--- src/rtl/hazard_pkg.sv ---
// Shared types and constants for the decode-stage hazard controller.
// Holds the FSM state type and register-address helpers.
package hazard_pkg;

  typedef enum logic {
    RUN,
    LU_STALL
  } hz_state_t;

  localparam int unsigned REG_ADDR_W = 5;
  localparam logic [REG_ADDR_W-1:0] REG_X0 = 5'd0;

endpackage

--- src/rtl/sat_counter.sv ---
// Saturating up-counter; holds at all-ones instead of wrapping.
// Ports: clk, rst_n (sync, active-low), inc, count.
module sat_counter #(
  parameter int unsigned CNT_W = 32
) (
  input  logic             clk,
  input  logic             rst_n,
  input  logic             inc,
  output logic [CNT_W-1:0] count
);

  logic [CNT_W-1:0] count_q;
  logic [CNT_W-1:0] count_d;

  always_comb begin
    count_d = count_q;
    if (inc && (count_q != '1)) begin
      count_d = count_q + 1'b1;
    end
  end

  always_ff @(posedge clk) begin
    if (!rst_n) begin
      count_q <= '0;
    end else begin
      count_q <= count_d;
    end
  end

  assign count = count_q;

endmodule

--- src/rtl/hazard_detection_unit.sv ---
// Load-use stall and mispredict flush control for the ID stage.
// In: ID sources, EX load/rd, mispredict. Out: kill mux, enables, flushes, perf counts.
module hazard_detection_unit
  import hazard_pkg::*;
#(
  parameter int unsigned LOAD_LAT = 1,
  parameter int unsigned CNT_W    = 32
) (
  input  logic                  clk,
  input  logic                  rst_n,
  input  logic [REG_ADDR_W-1:0] id_rs1,
  input  logic [REG_ADDR_W-1:0] id_rs2,
  input  logic                  id_rs1_used,
  input  logic                  id_rs2_used,
  input  logic                  ex_mem_read,
  input  logic [REG_ADDR_W-1:0] ex_rd,
  input  logic                  ex_mispredict,
  output logic                  stall_mux_Sel,
  output logic                  pc_wr_en,
  output logic                  if_id_wr_en,
  output logic                  if_id_flush,
  output logic                  id_ex_flush,
  output logic [CNT_W-1:0]      stall_count,
  output logic [CNT_W-1:0]      flush_count
);

  localparam logic [2:0] LAT_M1 = 3'(LOAD_LAT - 1);

  hz_state_t  state_q;
  hz_state_t  state_d;
  logic [2:0] rem_q;
  logic [2:0] rem_d;
  logic       lu_hit;
  logic       rs1_hit;
  logic       rs2_hit;

  assign rs1_hit = id_rs1_used && (id_rs1 == ex_rd);
  assign rs2_hit = id_rs2_used && (id_rs2 == ex_rd);
  assign lu_hit  = ex_mem_read && (ex_rd != REG_X0)
                && (rs1_hit || rs2_hit);

  always_comb begin
    state_d       = state_q;
    rem_d         = rem_q;
    stall_mux_Sel = 1'b0;
    pc_wr_en      = 1'b1;
    if_id_wr_en   = 1'b1;
    if_id_flush   = 1'b0;
    id_ex_flush   = 1'b0;
    if (!rst_n) begin
      state_d = RUN;
      rem_d   = '0;
    end else if (ex_mispredict) begin
      // Redirect wins over any stall, including one in progress.
      if_id_flush = 1'b1;
      id_ex_flush = 1'b1;
      state_d     = RUN;
      rem_d       = '0;
    end else begin
      unique case (state_q)
        RUN: begin
          if (lu_hit) begin
            stall_mux_Sel = 1'b1;
            pc_wr_en      = 1'b0;
            if_id_wr_en   = 1'b0;
            if (LOAD_LAT > 1) begin
              state_d = LU_STALL;
              rem_d   = LAT_M1;
            end
          end
        end
        LU_STALL: begin
          stall_mux_Sel = 1'b1;
          pc_wr_en      = 1'b0;
          if_id_wr_en   = 1'b0;
          rem_d         = rem_q - 1'b1;
          if (rem_q == 3'd1) begin
            state_d = RUN;
          end
        end
        default: begin
          state_d = RUN;
          rem_d   = '0;
        end
      endcase
    end
  end

  always_ff @(posedge clk) begin
    if (!rst_n) begin
      state_q <= RUN;
      rem_q   <= '0;
    end else begin
      state_q <= state_d;
      rem_q   <= rem_d;
    end
  end

  sat_counter #(
    .CNT_W(CNT_W)
  ) u_stall_cnt (
    .clk  (clk),
    .rst_n(rst_n),
    .inc  (stall_mux_Sel),
    .count(stall_count)
  );

  sat_counter #(
    .CNT_W(CNT_W)
  ) u_flush_cnt (
    .clk  (clk),
    .rst_n(rst_n),
    .inc  (if_id_flush),
    .count(flush_count)
  );

endmodule

--- config.mk ---
export PLATFORM = sky130hd
export DESIGN_NAME = hazard_detection_unit
export DESIGN_NICKNAME = d
export VERILOG_FILES = /design/src/rtl/hazard_pkg.sv /design/src/rtl/sat_counter.sv /design/src/rtl/hazard_detection_unit.sv
export SDC_FILE = /design/constraint.sdc
export NUM_CORES = 1
export LEC_CHECK = 0
export ABC_CLOCK_PERIOD_IN_PS = 5000
export CAP_MARGIN = 25
export CORE_ASPECT_RATIO = 1.4
export CORE_MARGIN = 2
export CORE_UTILIZATION = 50
export DETAILED_ROUTE_END_ITERATION = 10
export PLACE_DENSITY = 0.79
export SYNTH_ARGS = -nofsm -noshare
export SYNTH_HDL_FRONTEND = slang
export SYNTH_HIERARCHICAL = 1
export SYNTH_SLANG_ARGS = --single-unit
--- constraint.sdc ---
create_clock -name clk -period 5 [get_ports clk]
set_clock_uncertainty 0.2 [all_clocks]
set_input_delay 1 -clock clk [delete_from_list [all_inputs] [get_ports clk]]
set_output_delay 1 -clock clk [all_outputs]
set_load 0.02 [all_outputs]
==> flow_summary.yaml <==
synth:
  netlist_area_um2: 3755
  yosys.area.top_type: "dfxtp_1"
  ys_warn_count: 6
  synth_fp_nets: 465
  synth_cells: 440
  ys.flop_type: "dfxtp_1"
  synth.top_cell.area_share: 0.3625
  synth.distinct_cells: 43
  syn_area_per_cell_um2: 8.534
  yosysSeqAreaShare: 0.3625
  yosysMostFrequentCell: "dfxtp_1"
  synth_commonest_cells: "68 x dfxtp_1, 33 x nand2_1, 31 x a21oi_1"
  synth-seq-cells: 68
  synthTopCellsByArea: "dfxtp_1 36%, o31ai_1 4.6%, or4_1 4.6%"
  async_flop_share: 0
  synth-edff-count: 0
clock_network:
  clock_latency_ns: 0.34
  clkSinkCount: 68
  hold_buffers: 0
  clkTransAtPathRegs_ns: 0.07
  htreeDepth: 3
  cts-resized-gates: 0
  cts_buffers: 9
  post-cts-setup-buffers: 0
  tritoncts: "done"
  root_buffer: "clkbuf_8"
  clock_path_buffers: 2
worst_setup_path:
  slowest_delay_ns: 0.61
  r2r_setup_slack_ns: 2.03
  cp-end-kind: "primary output"
  crit_path_max_fanout: 6
  r2r_end: "u_flush_cnt/count[30]$_SDFFE_PN0P_"
  crit_start: "ex_rd[2]"
  slowest_stage: "clkdlybuf4s50_1"
  worstPathArrival_ns: 3.13
  path_cells: "clkdlybuf4s50_1, xor2_1, nor4_2, a32oi_1, o31ai_1, buf_4, clkdlybuf4s50_1"
  cp-start-kind: "input pin"
  path_common_cell: "clkdlybuf4s50_1"
  cp.required_ns: 3.80
  critPathKind: "input pin to primary output"
  reg2reg_from: "u_flush_cnt/count[3]$_SDFFE_PN0P_"
  cp-endpoint: "stall_mux_Sel"
  r2r_cells: 5
die:
  core-area_um2: 7315
  fp.dieW_um: 77.24
  boundaryPins: 90
  dieHeight_um: 106.5
  initial_utilization: 0.5133
  dieArea_um2: 8229
  fp-row-count: 37
grt:
  grt_max_degree: 24
  grt_pass1_wl_mm: 16.48
  grt_usage: 0.2485
  grt_pass1_vias: 3404
  antenna_found_initial: 0
  overflow: 0
sta:
  slew_violations: 0
  worst_slew_pin_slew_ns: 0.7848
  rsz0062_at_grt: "no"
  holdWs_ns: 0.2827
  finalCritPeriodShare: 0.8662
  clock.fmax_mhz: 230.9
  finalSetupViolCount: 0
  slew_headroom: 0.4762
  hold_viol: 0
  setup_tns_ns: 0
  finalCriticalPeriod_ns: 4.331
power_and_ir_drop:
  leakage_uw: 0.001500
  power.density_nw_per_um2: 203.4
  ir_worst_vdd_mv: 0.1437
worst_hold_path:
  worstHoldPathCells: 2
  hp-class: "flop to flop"
drt:
  first_iter_violations: 206
  routedWlPerCell_um: 16.21
  dr.pass1.iters: 8
  via_count: 3832
  wl_mm: 10.10
  drc: 0
  post_drt_via_cell_ratio: 6.151
  ant_nets: 0
cells_and_area:
  drive_gt1_frac: 0.07224
  final_area_um2: 4885
  area_growth_pct: 30.09
  n_antenna_cell: 0
  finalNetCount: 546
  fin_util: 0.6678
placement:
  place.gp.congestion: 0.8595
  placed_cell_area_um2: 4717
  io_buffers: 89
  hpwl_mm: 7.470
outcome:
  status: "complete, no violations"
run:
  drv_cap: 0
layer usage:
layer	up-vias	part of all wire	track usage
met1	1805	0.39	0.2861
met2	153	0.53	0.4398
li1	1849	-	-
met3	25	0.058	0.03735
met5	-	0	0
met4	0	0.030	0.1301
final cells by class:
type	count	area (um^2)
fillers	649	2430
multi-input cells	337	2257
clock buffers	9	123.9
clock inverters	7	43.79
well taps	97	121.4
flip-flops and latches	68	1361
inverters	9	33.78
repair buffers	96	943.4
critical path, delay by kind of cell:
kind | cells | cell delay [ns]
compound gates | 2 | 0.39
xor+xnor | 1 | 0.20
buf+inv | 3 | 1.27
simple gates | 1 | 0.27
worst min path at each step:
stage                                  startpoint                                  to  slack [ns]
6_report                    rem_q[2]$_SDFFE_PP0P_                  state_q$_SDFF_PP0_        0.28
5_1_grt                     rem_q[2]$_SDFFE_PP0P_                  state_q$_SDFF_PP0_        0.31
4_1_cts                     rem_q[2]$_SDFFE_PP0P_                  state_q$_SDFF_PP0_        0.28
3_5_place_dp   u_stall_cnt/count[27]$_SDFFE_PN0P_  u_stall_cnt/count[27]$_SDFFE_PN0P_        0.28
3_3_place_gp                rem_q[2]$_SDFFE_PP0P_                  state_q$_SDFF_PP0_        0.26
2_1_floorplan               rem_q[2]$_SDFFE_PP0P_                  state_q$_SDFF_PP0_        0.25
power breakdown:
part           internal (uW)  total (uW)  switching, uW
clock                    177         394            217
combinational           27.1        56.1           29.0
sequential               542         544           1.43
total                    746         993            247
flip-flops by register name (all words and copies together) (netlist names):
| register | count |
|---|---|
| u_flush_cnt/count | 32 |
| u_stall_cnt/count | 32 |
| rem_q | 3 |
| state_q | 1 |
kinds of logic (layout without fill, tap and decap cells):
| family | after synthesis | in the layout | synth area share |
|---|---|---|---|
| flip-flops | 68 | 68 | 0.3625 |
| AND/OR/NAND/NOR | 203 | 203 | 0.3219 |
| AO/OA/AOI/OAI | 94 | 94 | 0.1739 |
| XOR/XNOR | 22 | 22 | 0.05131 |
| multiplexers | 14 | 14 | 0.03732 |
| buffers and inverters | 35 | 121 | 0.03965 |
| adder cells (fa/ha/maj) | 4 | 4 | 0.01333 |
per-stage QoR:
| step | instances | power [uW] | worst slack [ns] |
|---|---|---|---|
| finish | 623 | 993.5 | 0.6693 |
| global placement | 607 | 611.0 | 0.6984 |
| detailed placement | 607 | 612.7 | 0.6031 |
| floorplan | 440 | 583.5 | 0.6411 |
| CTS | 623 | 1000 | 0.6513 |
| global route | 623 | 1033 | 0.5307 |
cells in the final DEF, fill, tap and decap left out, drive strengths merged, types with 8 or more instances in the layout:
cell type	instances
a21oi	31
nand2b	19
nor4	14
o31ai	23
clkdlybuf4s50	89
clkbuf	9
xnor2	12
nand4	18
dfxtp	68
or4	27
nor2	21
o41ai	8
mux2i	14
nand3	28
inv	9
xor2	10
or3	12
and4	12
nand2	33
Note: power is estimated with default switching activity, not from simulation.
